`src/rtl/instr_encoder.sv`:
```
// instr_encoder: packs rs1/rd_rs2/funct3/opcode and a signed immediate into an
// I-type or B-type instruction word. The words are streamed to an
// instruction-memory write port at incrementing byte addresses.
// Optional macro INSTR_ENCODER_RANGE_CHECK_EN: out-of-range immediates are
// consumed without emitting a word, and they set the sticky err flag.
module instr_encoder #(
  parameter int                       address_width = 32,
  parameter int                       DEPTH         = 256,
  parameter logic [address_width-1:0] BASE_ADDR     = '0
) (
  input  logic                     clk,
  input  logic                     rst_n,
  input  logic                     restart,
  input  logic                     in_valid,
  output logic                     in_ready,
  input  logic                     ImmSrc,
  input  logic [address_width-1:0] imm,
  input  logic [4:0]               rs1,
  input  logic [4:0]               rd_rs2,
  input  logic [2:0]               funct3,
  input  logic [6:0]               opcode,
  output logic                     out_valid,
  input  logic                     out_ready,
  output logic [address_width-1:0] out_instr,
  output logic [address_width-1:0] out_addr,
  output logic                     full,
  output logic                     err
);

  localparam int CW = $clog2(DEPTH + 1);
  localparam logic [0:0] S_LOAD = 1'b0;
  localparam logic [0:0] S_FULL = 1'b1;

  logic [0:0]               state_q, state_d;
  logic                     out_valid_q, out_valid_d;
  logic [address_width-1:0] out_instr_q, out_instr_d;
  logic [address_width-1:0] out_addr_q, out_addr_d;
  logic [CW-1:0]            count_q, count_d;
  logic                     err_q, err_d;

  logic [31:0]              enc_word;
  logic                     imm_ok;
  logic                     out_fire;
  logic                     in_fire;

  // Field packing; B-type drops imm[0] because branch offsets are halfword aligned.
  always_comb begin
    if (ImmSrc)
      enc_word = {imm[11:0], rs1, funct3, rd_rs2, opcode};
    else
      enc_word = {imm[12], imm[10:5], rd_rs2, rs1, funct3, imm[4:1], imm[11], opcode};
  end

`ifdef INSTR_ENCODER_RANGE_CHECK_EN
  // In range means the bits above the field are pure sign extension.
  always_comb begin
    if (ImmSrc)
      imm_ok = (imm[address_width-1:11] == '0) || (imm[address_width-1:11] == '1);
    else
      imm_ok = ((imm[address_width-1:12] == '0) || (imm[address_width-1:12] == '1)) && !imm[0];
  end
`else
  // No checking: the upper immediate bits are truncated away.
  logic unused_imm;
  assign unused_imm = &{1'b0, imm[address_width-1:13]};
  assign imm_ok     = 1'b1;
`endif

  // Accept while there is room. When the word leaving now fills the last slot,
  // a new word is refused so that it is not dropped on the transition to FULL.
  always_comb begin
    in_ready = !restart && (state_q == S_LOAD) && (!out_valid_q || out_ready) &&
               !(out_valid_q && (count_q == CW'(DEPTH - 1)));
  end

  assign out_fire = out_valid_q && out_ready;
  assign in_fire  = in_valid && in_ready;

  // Next-state logic: output retirement, new load, full detection and restart.
  always_comb begin
    state_d     = state_q;
    out_valid_d = out_valid_q;
    out_instr_d = out_instr_q;
    out_addr_d  = out_addr_q;
    count_d     = count_q;
    err_d       = err_q;
    if (restart) begin
      state_d     = S_LOAD;
      out_valid_d = 1'b0;
      out_addr_d  = BASE_ADDR;
      count_d     = '0;
      err_d       = 1'b0;
    end else if (state_q == S_LOAD) begin
      if (out_fire) begin
        out_valid_d = 1'b0;
        out_addr_d  = out_addr_q + address_width'(4);
        count_d     = count_q + CW'(1);
        if (count_q == CW'(DEPTH - 1)) state_d = S_FULL;
      end
      if (in_fire) begin
        if (imm_ok) begin
          out_valid_d = 1'b1;
          out_instr_d = address_width'(enc_word);
        end else begin
          err_d = 1'b1;
        end
      end
    end
  end

  // State registers; an async reset discards any held word.
  always_ff @(posedge clk or negedge rst_n) begin
    if (!rst_n) begin
      state_q     <= S_LOAD;
      out_valid_q <= 1'b0;
      out_instr_q <= '0;
      out_addr_q  <= BASE_ADDR;
      count_q     <= '0;
      err_q       <= 1'b0;
    end else begin
      state_q     <= state_d;
      out_valid_q <= out_valid_d;
      out_instr_q <= out_instr_d;
      out_addr_q  <= out_addr_d;
      count_q     <= count_d;
      err_q       <= err_d;
    end
  end

  assign out_valid = out_valid_q;
  assign out_instr = out_instr_q;
  assign out_addr  = out_addr_q;
  assign full      = (state_q == S_FULL);
  assign err       = err_q;

endmodule
```
`config.mk`:
```
export PLATFORM = sky130hd
export DESIGN_NAME = instr_encoder
export DESIGN_NICKNAME = d
export VERILOG_FILES = /design/src/rtl/instr_encoder.sv
export SDC_FILE = /design/constraint.sdc
export NUM_CORES = 1
export LEC_CHECK = 0
export CAP_MARGIN = 20
export CORE_AREA = 2 2 97 99
export DETAILED_ROUTE_END_ITERATION = 6
export DIE_AREA = 0 0 99 101
export GPL_TIMING_DRIVEN = 0
export PLACE_DENSITY = 0.74
export SLEW_MARGIN = 10
export SYNTH_ARGS = -nofsm -noshare
export SYNTH_HDL_FRONTEND = slang
export SYNTH_SLANG_ARGS = --single-unit
```
`constraint.sdc`:
```
create_clock -name clk -period 2.26 [get_ports clk]
set_clock_uncertainty 0.1 [all_clocks]
set_input_delay 0.452 -clock clk [delete_from_list [all_inputs] [get_ports clk]]
set_output_delay 0.452 -clock clk [all_outputs]
set_load 0.01 [all_outputs]
```
==> impl_metrics.py, run 1 <==
metrics = {
    "worst_setup_path": {
        "arrival_ns": 1.71,
        "cp_max_fo": 2,
        "crit_start": "count_q[0]$_DFFE_PN0P_",
        "r2r-start": "count_q[0]$_DFFE_PN0P_",
        "cp-start-kind": "register",
        "crit_type": "register to output pin",
        "required_ns": 1.71,
        "critPathCaptureType": "output pin",
    },
    "power_and_ir_drop": {
        "totalPowerFinal_uw": 3090,
        "p_leak_uw": 0.00207,
        "pwr_density_cell_mw_per_mm2": 621,
        "irDropWorstVdd_mv": 0.479,
    },
    "place": {
        "hpwl_um": 6210,
        "port_buffers": 103,
        "gp_congestion": 0.824,
        "pre_cts_ws_ns": -0.680,
        "placed_cell_area_mm2": 0.00469,
    },
    "sta": {
        "fin_hold_ws_ns": 0.379,
        "slew-limit-headroom": 0.518,
        "worst_slew_pin_slew_ns": 0.722,
        "rsz0062_at_grt": "true",
        "fmax_mhz": 442,
        "fin_ws_ns": -0.00228,
        "finalHoldViolations": 0,
        "period_minus_slack_ns": 2.26,
        "setup_violations": 1,
        "slew_viol_final": 0,
        "period_share": 1.00,
    },
    "yosys": {
        "yosysUniqueCellTypes": 39,
        "synthArstFlopShare": 1.00,
        "synth_edf_count": 0,
        "synth_cells": 318,
        "synth_simple_gate_area_frac": 0.162,
        "synth-xor-area-share": 0.0378,
        "ys.flop_type": "dfrtp_1",
        "synth.avg_cell_area_um2": 10.9,
        "yosys.area.top_type_share": 0.526,
        "synth_top_family_by_area": "simple AND/OR/NAND/NOR gates",
        "synth_compound_area_frac": 0.116,
        "ys_seq_area_frac": 0.526,
        "ys_ff_latch": 73,
        "synth_area_mm2": 0.00347,
        "muxShareOfSynthArea": 0.103,
        "synthAdderAreaFrac": 0.0108,
        "synth_largest_area_cell": "dfrtp_1",
        "yosysMostFrequentCell": "dfrtp_1",
        "synth.area.top_cells": "dfrtp_1, mux2_2, o21ai_0",
        "yosys_warnings": 0,
        "synth_common_cells": "dfrtp_1, nand2_1, o21ai_0",
    },
    "clocking": {
        "clock_latency_ns": 0.36,
        "clk_path_buf_depth": 2,
        "h-tree-depth": 3,
        "root_buffer": "clkbuf_8",
        "clk_pin_slew_ns": 0.08,
        "cts_sinks": 73,
        "cts_made_buffers": 9,
        "cts_tree": "yes",
    },
    "global_routing": {
        "grt.overflow.total": 0,
        "grt_max_degree": 55,
        "antenna_found_initial": 0,
        "grt_pass1_vias": 3069,
        "grt_pass1_wl_um": 14400,
        "grt_usage": 0.180,
    },
    "die": {
        "die_w_um": 99,
        "pin_count": 126,
        "die_y_um": 101,
        "start_util": 0.387,
        "die-area_mm2": 0.0100,
        "core_mm2": 0.00898,
        "rows": 35,
    },
    "status": {
        "status": "finished with violations",
        "violations": "negative setup slack",
    },
    "cells_and_area": {
        "insertedDiodeCount": 0,
        "nNetsFinal": 503,
        "fin_area_mm2": 0.00497,
        "drive_gt1_frac": 0.172,
        "post-route-util": 0.554,
        "synthToLayoutAreaGrowth_pct": 43.2,
    },
    "routing": {
        "postRouteAntennaNets": 0,
        "drc": 0,
        "drt_iter0_drc": 134,
        "drt_wl_total_um": 8660,
        "routed-via-count": 2960,
        "first_pass_iters": 4,
        "wl_per_cell_um": 15.5,
        "viasPerCell": 5.30,
    },
    "flow_run": {
        "maxCapViolCount": 0,
    },
    "min_path": {
        "worstHoldStart": "out_instr[7]$_DFFE_PN0P_",
        "worstHoldPathType": "register to register",
    },
}
## worst paths after layout
kind	endpoint	slack [ns]	depth (start not counted)
min in group asynchronous	out_addr[17]$_DFFE_PN0P_	0.42	2
worst max register to register	out_instr[4]$_DFFE_PN0P_	0.05	9
worst max-delay path	in_ready	-0.002	7
max in group asynchronous	out_instr[10]$_DFFE_PN0P_	1.07	3
worst min-delay path	out_instr[7]$_DFFE_PN0P_	0.38	2
worst min register to register	out_instr[7]$_DFFE_PN0P_	0.38	2
## what timing repair did
action / 4_1_cts / 5_1_grt
hold buffers: 1 / 0
resized for setup: 12 / 11
setup endpoints to repair: 30 / 33
buffers inserted: 3 / 3
pin swaps: 3 / 3
hold endpoints to repair: 19 / 0
## cell type report
cell class,count,area [um^2]
Fill cell,765,4000
Sequential cell,73,1830
Multi-Input combinational cell,222,1530
Timing Repair Buffer,111,1100
Buffer,21,163
Tap cell,111,139
Clock buffer,9,124
Clock inverter,7,71.3
Inverter,4,15.0
## metal layers
layer / wire, um / GRT usage / part of all wire
met3: 760 / 0.0680 / 0.088
met2: 4180 / 0.290 / 0.48
met5: 0 / 0 / 0
met1: 3590 / 0.217 / 0.41
met4: 127 / 0.0738 / 0.015
## flip-flops by register name (all words and copies together), names as in the netlist
signal / cells
count_q: 9
full: 1
out_addr: 30
out_instr: 32
out_valid: 1
## cells by family after synthesis
family | Yosys count
multiplexers | 33
AO/OA/AOI/OAI | 65
flip-flops | 73
adder cells (fa/ha/maj) | 3
buffers and inverters | 25
XOR/XNOR | 15
other | 1
AND/OR/NAND/NOR | 103
## stage by stage
| stage | cells | TNS, ns |
|---|---|---|
| after CTS | 555 | -0.185 |
| after global routing | 558 | -0.123 |
| final | 558 | -0.00228 |
| after floorplan | 320 | 0 |
| after global placement | 534 | -147.14 |
| after detailed placement | 535 | -5.17 |
## where the power goes
part	leakage, uW	total (uW)	switching, uW	internal (uW)
Sequential	0.000953	1480	61.9	1420
Clock	0.000103	1020	508	509
Combinational	0.00102	595	241	354
## layout by cell type (no fill, tap or decap), types with 2 or more instances in the layout
cell type	instances
clkbuf_2	3
o31ai_1	10
clkdlybuf4s50_1	100
and4_1	3
nand3_1	8
clkbuf_8	9
dfrtp_1	73
clkinv_2	3
and3_1	8
xnor2_1	3
nand2_1	26
ha_2	2
o2111ai_1	4
buf_6	7
conb_1	3
o21ai_0	23
buf_4	10
mux2i_1	11
a21oi_1	22
clkinv_4	3
mux2_2	22
or3_1	10
buf_2	5
or4_1	9
inv_1	4
clkbuf_1	3
nor2_1	18
nand4_1	9
xor2_1	12
## worst max-delay path: stages (launching register included)
cell and delay, ns:
dfrtp_1 0.40, ha_2 0.21, nand3_2 0.08, nor2_2 0.04, ha_2 0.18, nand2b_4 0.14
a211oi_2 0.16, buf_2 0.16
(Power assumes the default switching activity.)
==> run 2, diff against run 1 <==
- CORE_AREA: 2 2 97 99 -> 2 2 91 93
- DIE_AREA: 0 0 99 101 -> 0 0 93 95
- PLACE_DENSITY: 0.74 -> 0.8
- clock period: 2.26 -> 2.3 ns (I/O delays scaled with it)
==> impl_metrics.py, run 2 (synthesis gave the netlist of run 1 again) <==
metrics = {
    "status": {
        "status": "finished with violations",
        "violations": "negative setup slack",
    },
    "die": {
        "start_util": 0.438,
        "die_w_um": 93,
        "die-area_mm2": 0.00884,
        "pin_count": 126,
        "core_mm2": 0.00793,
        "rows": 33,
        "die_y_um": 95,
    },
    "worst_setup_path": {
        "cp-start-kind": "register",
        "crit_path_end": "out_instr[26]$_DFFE_PN0P_",
        "critPathSlowestCell": "a2111o_2",
        "crit_type": "register to register",
        "worstPathCellList": "ha_2 > nand3_2 > nor2_1 > ha_2 > nand2b_4 > a2111o_2 > buf_4 > buf_4 > mux2_2",
        "r2r_end": "out_instr[26]$_DFFE_PN0P_",
        "critical_path_buf_inv_count": 2,
        "rrSetupSlack_ns": -0.03,
        "crit_family": "compound AO/OA/AOI/OAI gates",
        "cp.depth": 9,
        "crit_start": "count_q[1]$_DFFE_PN0P_",
        "ff2ff_path_depth": 9,
        "required_ns": 2.43,
        "r2r-start": "count_q[1]$_DFFE_PN0P_",
        "arrival_ns": 2.46,
        "cp_max_fo": 4,
        "slowest_delay_ns": 0.50,
        "critPathCaptureType": "register",
    },
    "routing": {
        "drc": 0,
        "viasPerCell": 5.41,
        "postRouteAntennaNets": 0,
        "wl_per_cell_um": 16.0,
        "routed-via-count": 2997,
        "first_pass_iters": 4,
        "drt_iter0_drc": 155,
        "drt_wl_total_um": 8890,
    },
    "sta": {
        "finalHoldViolations": 0,
        "period_share": 1.01,
        "setup_violations": 20,
        "rsz0062_at_grt": "true",
        "fin_ws_ns": -0.0322,
        "slew_viol_final": 0,
        "slew-limit-headroom": 0.528,
        "fmax_mhz": 429,
        "fin_hold_ws_ns": 0.388,
        "worst_slew_pin_slew_ns": 0.708,
        "period_minus_slack_ns": 2.33,
    },
    "clocking": {
        "clk_pin_slew_ns": 0.08,
        "clk_path_buf_depth": 2,
        "cts_tree": "yes",
        "cts_sinks": 73,
        "h-tree-depth": 3,
        "root_buffer": "clkbuf_8",
        "cts_made_buffers": 9,
        "clock_latency_ns": 0.34,
    },
    "min_path": {
        "worstHoldPathType": "register to register",
    },
    "flow_run": {
        "maxCapViolCount": 0,
    },
    "place": {
        "pre_cts_ws_ns": -0.681,
        "hpwl_um": 6070,
        "gp_congestion": 0.822,
        "place_inst": 529,
        "port_buffers": 103,
    },
    "cells_and_area": {
        "nNetsFinal": 505,
        "post-route-util": 0.629,
        "drive_gt1_frac": 0.174,
        "final_common_cell": "clkdlybuf4s50_1",
        "instances_no_fill": 554,
        "synthToLayoutAreaGrowth_pct": 43.6,
        "most-common-layout-cells": "clkdlybuf4s50_1, dfrtp_1, nand2_1",
        "fillers": 643,
        "insertedDiodeCount": 0,
        "largest_reg_flops": 32,
    },
    "global_routing": {
        "use_met3": 0.0814,
        "grt_max_degree": 46,
        "grt_use_met1": 0.244,
        "grt.overflow.total": 0,
        "grt_pass1_vias": 3045,
        "grt_busiest_layer": "met2",
        "use_met2": 0.336,
        "antenna_found_initial": 0,
        "grt_usage": 0.204,
        "grt_pass1_wl_um": 14200,
    },
    "power_and_ir_drop": {
        "irDropWorstVdd_mv": 0.445,
        "pwr_density_cell_mw_per_mm2": 613,
        "p_leak_uw": 0.00207,
    },
}
-- run 2: changes by cell type in the layout (fill, tap and decap cells not counted), moves of 2 or more --
| cell | change |
|---|---|
| clkinv_4 | -3 |
| buf_2 | +2 |
| clkinvlp_4 | +2 |
| buf_4 | +2 |
| clkbuf_2 | -3 |
-- run 2: power breakdown --
| group | total, uW | switching, uW | leakage [uW] | internal (uW) |
|---|---|---|---|---|
| logic | 596 | 243 | 0.00103 | 352 |
| registers | 1450 | 59.7 | 0.000953 | 1390 |
| clock network | 1010 | 483 | 0.0000953 | 528 |
-- run 2: timing repair --
action,in CTS,in global routing
setup endpoints to repair,34,37
hold buffers,1,0
gates resized for setup,10,21
cloned,0,1
buffers inserted,2,7
hold endpoints to repair,28,0
pin swaps,2,2
-- run 2: worst min-delay path by stage --
stage,to,slack [ns],depth (start not counted),start
finish,out_instr[8]$_DFFE_PN0P_,0.39,2,out_instr[8]$_DFFE_PN0P_
floorplan,count_q[0]$_DFFE_PN0P_,0.06,0,rst_n
CTS,out_instr[24]$_DFFE_PN0P_,0.39,2,out_instr[24]$_DFFE_PN0P_
global route,out_instr[22]$_DFFE_PN0P_,0.41,2,out_instr[22]$_DFFE_PN0P_
detailed placement,out_instr[29]$_DFFE_PN0P_,0.32,1,rst_n
global placement,out_instr[21]$_DFFE_PN0P_,0.36,2,out_instr[21]$_DFFE_PN0P_
-- run 2: metrics by stage --
stage | power (uW) | cell area (um^2) | TNS (ns)
2_1_floorplan | 1680 | 3480 | -0.0278
3_3_place_gp | 2030 | 4650 | -142.85
3_5_place_dp | 2050 | 4670 | -7.92
4_1_cts | 3060 | 4900 | 0
5_1_grt | 3190 | 4990 | -2.24
6_report | 3060 | 4990 | -0.400
-- run 2: area by class of cell --
| class | instances | area (um^2) | area share |
|---|---|---|---|
| flip-flops and latches | 73 | 1830 | 0.366 |
| multi-input cells | 222 | 1530 | 0.307 |
| repair buffers | 115 | 1140 | 0.229 |
| plain buffers | 19 | 146 | 0.0294 |
| clock buffers | 11 | 141 | 0.0283 |
| well taps | 105 | 131 | 0.0263 |
| clock inverters | 5 | 55.1 | 0.0110 |
| inverters | 4 | 15.0 | 0.00301 |
-- run 2: routing by layer --
layer	routed length [um]	part of all wire
met5	0	0
met4	111	0.012
met3	806	0.091
met2	4220	0.48
met1	3740	0.42
-- run 2: worst min-delay path, delay by kind of cell (launching register included) --
kind               cells  cell delay [ns]
and+or+nand+nor        1             0.05
AOI/OAI and AO/OA      1             0.06
DFF                    1             0.35
